`config.mk`:
```
export PLATFORM = sky130hd
export DESIGN_NAME = move_controller
export DESIGN_NICKNAME = d
export VERILOG_FILES = /design/src/rtl/ttt_pkg.sv /design/src/rtl/button_debouncer.sv /design/src/rtl/move_controller.sv
export SDC_FILE = /design/constraint.sdc
export NUM_CORES = 1
export LEC_CHECK = 0
export ABC_CLOCK_PERIOD_IN_PS = 7950
export CAP_MARGIN = 20
export CORE_MARGIN = 4
export CORE_UTILIZATION = 61
export DETAILED_ROUTE_END_ITERATION = 10
export HOLD_SLACK_MARGIN = 0.03
export PLACE_DENSITY = 0.93
export SYNTH_ARGS = -nofsm -noshare
export SYNTH_HDL_FRONTEND = slang
export SYNTH_SLANG_ARGS = --single-unit
export TNS_END_PERCENT = 20
```
`constraint.sdc`:
```
create_clock -name clk -period 7.95 [get_ports clk]
set_input_delay 1.1925 -clock clk [delete_from_list [all_inputs] [get_ports clk]]
set_output_delay 1.1925 -clock clk [all_outputs]
set_load 0.01 [all_outputs]
```
`src/rtl/ttt_pkg.sv`:
```
// Shared tic-tac-toe encodings: cell marks, result codes and the win-line table.
// Cell index = row*3 + col; cell i occupies board[2i+1:2i].
package ttt_pkg;

    typedef enum logic [1:0] {
        EMPTY  = 2'b00,
        MARK_X = 2'b01,
        MARK_O = 2'b10
    } cell_t;

    typedef enum logic [1:0] {
        NONE  = 2'b00,
        X_WIN = 2'b01,
        O_WIN = 2'b10,
        DRAW  = 2'b11
    } winner_t;

    localparam logic [3:0] CURSOR_RESET = 4'd4;
    localparam int         NUM_CELLS    = 9;
    localparam int         NUM_LINES    = 8;

    localparam logic [3:0] WIN_LINES [NUM_LINES][3] = '{
        '{4'd0, 4'd1, 4'd2},
        '{4'd3, 4'd4, 4'd5},
        '{4'd6, 4'd7, 4'd8},
        '{4'd0, 4'd3, 4'd6},
        '{4'd1, 4'd4, 4'd7},
        '{4'd2, 4'd5, 4'd8},
        '{4'd0, 4'd4, 4'd8},
        '{4'd2, 4'd4, 4'd6}
    };

    function automatic logic [1:0] cell_at(input logic [17:0] b, input logic [3:0] idx);
        return b[{idx, 1'b0} +: 2];
    endfunction

endpackage

```
`src/rtl/button_debouncer.sv`:
```
// Two-flop synchronizer, stability counter and rising-edge press pulse
// for one raw asynchronous push-button.
module button_debouncer #(
    parameter int DEBOUNCE_CYCLES = 2
) (
    input  logic clk,
    input  logic resetN,
    input  logic button,
    output logic press
);

    localparam int CW = (DEBOUNCE_CYCLES > 1) ? $clog2(DEBOUNCE_CYCLES) : 1;
    localparam logic [CW-1:0] LAST = CW'(DEBOUNCE_CYCLES - 1);

    logic          sync_a;
    logic          sync_b;
    logic          stable;
    logic [CW-1:0] count;

    always_ff @(posedge clk or negedge resetN) begin
        if (!resetN) begin
            sync_a <= 1'b0;
            sync_b <= 1'b0;
            stable <= 1'b0;
            count  <= '0;
            press  <= 1'b0;
        end else begin
            sync_a <= button;
            sync_b <= sync_a;
            press  <= 1'b0;
            if (sync_b == stable) begin
                count <= '0;
            end else if (count == LAST) begin
                // Only a 0->1 acceptance is a press; releases are silent.
                stable <= sync_b;
                count  <= '0;
                press  <= sync_b;
            end else begin
                count <= count + 1'b1;
            end
        end
    end

endmodule

```
`src/rtl/move_controller.sv`:
```
// Turns debounced button presses into cursor moves and mark commits, and
// keeps the board, turn and sticky win/draw result.
module move_controller
    import ttt_pkg::*;
#(
    parameter int DEBOUNCE_CYCLES = 2
) (
    input  logic        clk,
    input  logic        resetN,
    input  logic        upButton,
    input  logic        downButton,
    input  logic        leftButton,
    input  logic        rightButton,
    input  logic        centerButton,
    output logic [17:0] board,
    output logic [3:0]  cursor,
    output logic        turn,
    output logic        moveValid,
    output logic        moveReject,
    output logic [1:0]  winner,
    output logic        gameOver
);

    typedef enum logic [2:0] {
        ACT_NONE,
        ACT_CENTER,
        ACT_UP,
        ACT_DOWN,
        ACT_LEFT,
        ACT_RIGHT
    } action_t;

    logic up_press;
    logic down_press;
    logic left_press;
    logic right_press;
    logic center_press;

    button_debouncer #(.DEBOUNCE_CYCLES(DEBOUNCE_CYCLES)) u_up (
        .clk(clk), .resetN(resetN), .button(upButton), .press(up_press)
    );
    button_debouncer #(.DEBOUNCE_CYCLES(DEBOUNCE_CYCLES)) u_down (
        .clk(clk), .resetN(resetN), .button(downButton), .press(down_press)
    );
    button_debouncer #(.DEBOUNCE_CYCLES(DEBOUNCE_CYCLES)) u_left (
        .clk(clk), .resetN(resetN), .button(leftButton), .press(left_press)
    );
    button_debouncer #(.DEBOUNCE_CYCLES(DEBOUNCE_CYCLES)) u_right (
        .clk(clk), .resetN(resetN), .button(rightButton), .press(right_press)
    );
    button_debouncer #(.DEBOUNCE_CYCLES(DEBOUNCE_CYCLES)) u_center (
        .clk(clk), .resetN(resetN), .button(centerButton), .press(center_press)
    );

    function automatic logic [3:0] step_cursor(input logic [3:0] cur, input action_t act);
        logic [3:0] row;
        logic [3:0] col;
        row = cur / 4'd3;
        col = cur % 4'd3;
        case (act)
            ACT_UP:    step_cursor = (row == 4'd0) ? cur + 4'd6 : cur - 4'd3;
            ACT_DOWN:  step_cursor = (row == 4'd2) ? cur - 4'd6 : cur + 4'd3;
            ACT_LEFT:  step_cursor = (col == 4'd0) ? cur + 4'd2 : cur - 4'd1;
            ACT_RIGHT: step_cursor = (col == 4'd2) ? cur - 4'd2 : cur + 4'd1;
            default:   step_cursor = cur;
        endcase
    endfunction

    action_t action;

    always_comb begin
        action = ACT_NONE;
        if (center_press)     action = ACT_CENTER;
        else if (up_press)    action = ACT_UP;
        else if (down_press)  action = ACT_DOWN;
        else if (left_press)  action = ACT_LEFT;
        else if (right_press) action = ACT_RIGHT;
    end

    logic [1:0] cur_cell;
    winner_t    line_win;
    winner_t    result;
    logic       full;
    logic [1:0] ca;
    logic [1:0] cb;
    logic [1:0] cc;

    assign cur_cell = cell_at(board, cursor);

    always_comb begin
        line_win = NONE;
        full     = 1'b1;
        ca       = 2'b00;
        cb       = 2'b00;
        cc       = 2'b00;
        for (int i = 0; i < NUM_CELLS; i++) begin
            if (board[2*i +: 2] == EMPTY) full = 1'b0;
        end
        for (int l = 0; l < NUM_LINES; l++) begin
            ca = cell_at(board, WIN_LINES[l][0]);
            cb = cell_at(board, WIN_LINES[l][1]);
            cc = cell_at(board, WIN_LINES[l][2]);
            if (ca != EMPTY && ca == cb && ca == cc) line_win = winner_t'(ca);
        end
        if (line_win != NONE) result = line_win;
        else if (full)        result = DRAW;
        else                  result = NONE;
    end

    always_ff @(posedge clk or negedge resetN) begin
        if (!resetN) begin
            board      <= '0;
            cursor     <= CURSOR_RESET;
            turn       <= 1'b0;
            moveValid  <= 1'b0;
            moveReject <= 1'b0;
            winner     <= NONE;
            gameOver   <= 1'b0;
        end else begin
            moveValid  <= 1'b0;
            moveReject <= 1'b0;
            if (action == ACT_CENTER) begin
                if (!gameOver && cur_cell == EMPTY) begin
                    board[{cursor, 1'b0} +: 2] <= turn ? MARK_O : MARK_X;
                    turn      <= ~turn;
                    moveValid <= 1'b1;
                end else begin
                    moveReject <= 1'b1;
                end
            end else if (action != ACT_NONE) begin
                cursor <= step_cursor(cursor, action);
            end
            // Result latches once; later board changes cannot alter it.
            if (winner == NONE && result != NONE) begin
                winner   <= result;
                gameOver <= 1'b1;
            end
        end
    end

endmodule

```
==> flow_summary.ini <==
[power_and_ir_drop]
vdd_drop_max_uv = 228
combPwrFrac_pct = 57.5
netSwitchingFraction_pct = 47.0
power_switching_mw = 0.753
p_seq_share_pct = 32.3
p_per_area_mw_per_mm2 = 426
internal-power_mw = 0.848
leakage_nw = 1.66
p_clk_share_pct = 10.2

[routing]
drt_first_pass_iters = 5
routed-wl-met3_um = 458
wl_met2_mm = 3.69
drt_iter0_markers = 225
top_layer_used = met4
vias_per_cell = 6.19
drc = 0
wirelength_met1_mm = 3.29
vias = 2835
ant_nets = 0
drt_wl_total_mm = 7.59
wl_per_cell_um = 16.6

[placement]
dp.cells = 450
io_buffers = 34
place_congestion = 0.946
hpwl_mm = 5.49
placed_area_mm2 = 0.00366

[timing]
min_period_ns = 4.15
clock_skew_ns = 0.00949
finalHoldViolations = 0
clock.fmax_mhz = 241
min_period_over_period_pct = 52.2
timing.slew.headroom_pct = 56.4
tns_ns = 0
finalMaxSlewViolations = 0
tightest_slew_ns = 0.654
rsz0062_at_grt = false
hold-worst-slack_ns = 0.359
setup_violations = 0

[worst_hold_path]
hold_depth = 0
hp-start = u_down.sync_a
worstHoldPathType = register to register
holdPathEnd = u_down.sync_b

[cells_and_area]
instances_no_fill = 458
antenna_cells = 0
n_fill_cell = 372
final_area_mm2 = 0.00376
final_util_pct = 72.7
reg.largest.list = board: 18 flops, cursor: 4 flops, winner: 2 flops
syn2layout_area_growth_pct = 14.5
drive_gt1_share_pct = 10.1
nets = 407
regMostFlops = board
largest_reg_flops = 18

[floorplanning]
die_area_mm2 = 0.00662
placementRows = 26
io_pins = 35
die_x_um = 81.4
core_area_mm2 = 0.00517
start_util_pct = 63.5
die_h_um = 81.4

[clocking]
cts_resized = 0
cts_sinks = 53
clk_latency_ns = 0.32
clkTransAtPathRegs_ns = 0.10
cts_hold_buffers = 0
clk_path_buf_depth = 2
htree_levels = 2
cts_tree = built
postCtsSetupRepairBufs = 0
cts_buffers = 5
cts-root-buf = clkbuf_8

[global_route]
grt.total_usage_pct = 24.8
grt_max_degree = 44
globalRouteOverflowTotal = 0
grt_pass1_vias = 2798
grt_pass1_wl_mm = 12.8
antenna_found_initial = 0

[worst_setup_path]
cp_top_family = compound AO/OA/AOI/OAI gates
path_class = register to register
critical_path.max_fanout = 15
r2r_end = cursor[3]
cpMostUsedCell = ha_1
rr_worst_depth = 16
arrival_ns = 4.39
path_buf_inv = 1
end_kind = register
rrSetupSlack_ns = 3.80
cpPeakStageDelay_ns = 0.65
crit_path_start_kind = register
crit_required_ns = 8.19
slowest_stage = dfrtp_1
crit_chain = inv_1, ha_1, o21ai_1, nand2_1, ha_1, nand2_1, xnor2_1, ha_1, or2_2, o32a_1, o221ai_1, a22oi_2, a21boi_2, mux2_1, o221ai_2, a2bb2oi_2
worstReg2RegStart = cursor[1]

[status]
status = complete, no violations

[yosys]
synth.area.top_cells = dfrtp_1, ha_1, mux2_2
ys_ff_latch = 53
synth_area_mm2 = 0.00328
ys_seq_area_share_pct = 40.4
synth_top_area_share_pct = 39.6
synth_cells = 360
ys.flop_type = dfrtp_1
synth_nets = 380
synth_warnings = 0
yosysUniqueCellTypes = 65
synthArstFlopShare_pct = 100
syn_avg_cell_area_um2 = 9.12
synth_area_leader_cell = dfrtp_1
synth-edff-count = 0

[flow_run]
max_cap_violations = 0
power by group through the flow:
stage | registers, mW | clock network [mW] | logic (mW)
floorplan | 0.449 | 0 | 0.707
CTS | 0.511 | 0.166 | 0.915
global route | 0.533 | 0.177 | 1.02
global placement | 0.508 | 0 | 0.881
finish | 0.517 | 0.163 | 0.921
detailed placement | 0.515 | 0 | 0.905
area by class of cell:
type                            instances  area [µm²]  share of cell area, %
Inverter                               19        71.3                   1.90
Multi-Input combinational cell        273        1820                   48.4
Timing Repair Buffer                   35         355                   9.45
Sequential cell                        53        1330                   35.3
Clock buffer                            5        68.8                   1.83
Clock inverter                          3        28.8                  0.766
Tap cell                               70        87.6                   2.33
layer usage:
layer	global-route usage (%)	vias up
met2	40.6	122
met4	9.97	0
met1	33.3	1345
met5	0	-
met3	3.22	25
li1	-	1343
kinds of logic after synthesis:
kind of cell / share of synthesized area, %
flip-flops: 40.4
AO/OA/AOI/OAI: 17.9
buffers and inverters: 4.15
adder cells (fa/ha/maj): 4.95
XOR/XNOR: 4.54
multiplexers: 6.44
AND/OR/NAND/NOR: 21.6
cell usage after synthesis, drive strengths merged (3+ instances only):
library cell   n
o21ai         20
xnor2         15
nor3          15
nor2b          3
and3          16
ha            13
buf            7
nand2b         4
a211oi         5
a211o          3
a21oi         18
clkbuf         8
nor2          41
mux2          15
or3            8
o221ai         4
nand2         28
dfrtp         52
nand3         16
a21boi         4
a2bb2oi        3
inv           18
metrics by stage:
step                total power [mW]  setup WS (ns)
floorplan                       1.16           4.32
global placement                1.39           4.08
detailed placement              1.42           3.88
CTS                             1.59           3.84
global route                    1.73           3.46
finish                          1.60           3.80
worst register-to-register path, stage by stage, from the launching register on:
cell       delay [ns]
dfrtp_1          0.65
inv_1            0.30
ha_1             0.29
o21ai_1          0.24
nand2_1          0.10
ha_1             0.30
nand2_1          0.11
xnor2_1          0.12
ha_1             0.25
or2_2            0.13
o32a_1           0.18
o221ai_1         0.15
a22oi_2          0.26
a21boi_2         0.30
mux2_1           0.36
o221ai_2         0.19
a2bb2oi_2        0.15
cells in the final DEF, fill, tap and decap left out, drive strengths merged, types with 2 or more instances in the layout:
master / instances
nand3: 16
a31oi: 2
a21boi: 4
nand2: 28
clkbuf: 5
xnor2: 15
o21ai: 20
a2bb2oi: 3
nor2b: 3
a211o: 3
a211oi: 5
a221oi: 2
inv: 20
mux2i: 2
clkdlybuf4s50: 33
a21oi: 18
mux2: 15
xor2: 2
nand4b: 2
o32a: 2
clkinv: 2
ha: 13
nand3b: 2
o221ai: 4
and2b: 2
nor3: 15
nor2: 41
o22ai: 2
and3: 16
or3: 8
dfrtp: 52
or2: 2
buf: 2
o32ai: 2
nand2b: 4
worst max path at each step:
stage,endpoint,start,depth (start not counted),slack [ns]
finish,cursor[3],cursor[1],16,3.80
global route,cursor[3],cursor[1],16,3.46
CTS,cursor[3],cursor[1],16,3.84
detailed placement,cursor[3],cursor[1],16,3.88
global placement,cursor[3],cursor[1],16,4.08
floorplan,cursor[3],cursor[1],15,4.32
Power figures use the tool's default switching activity.
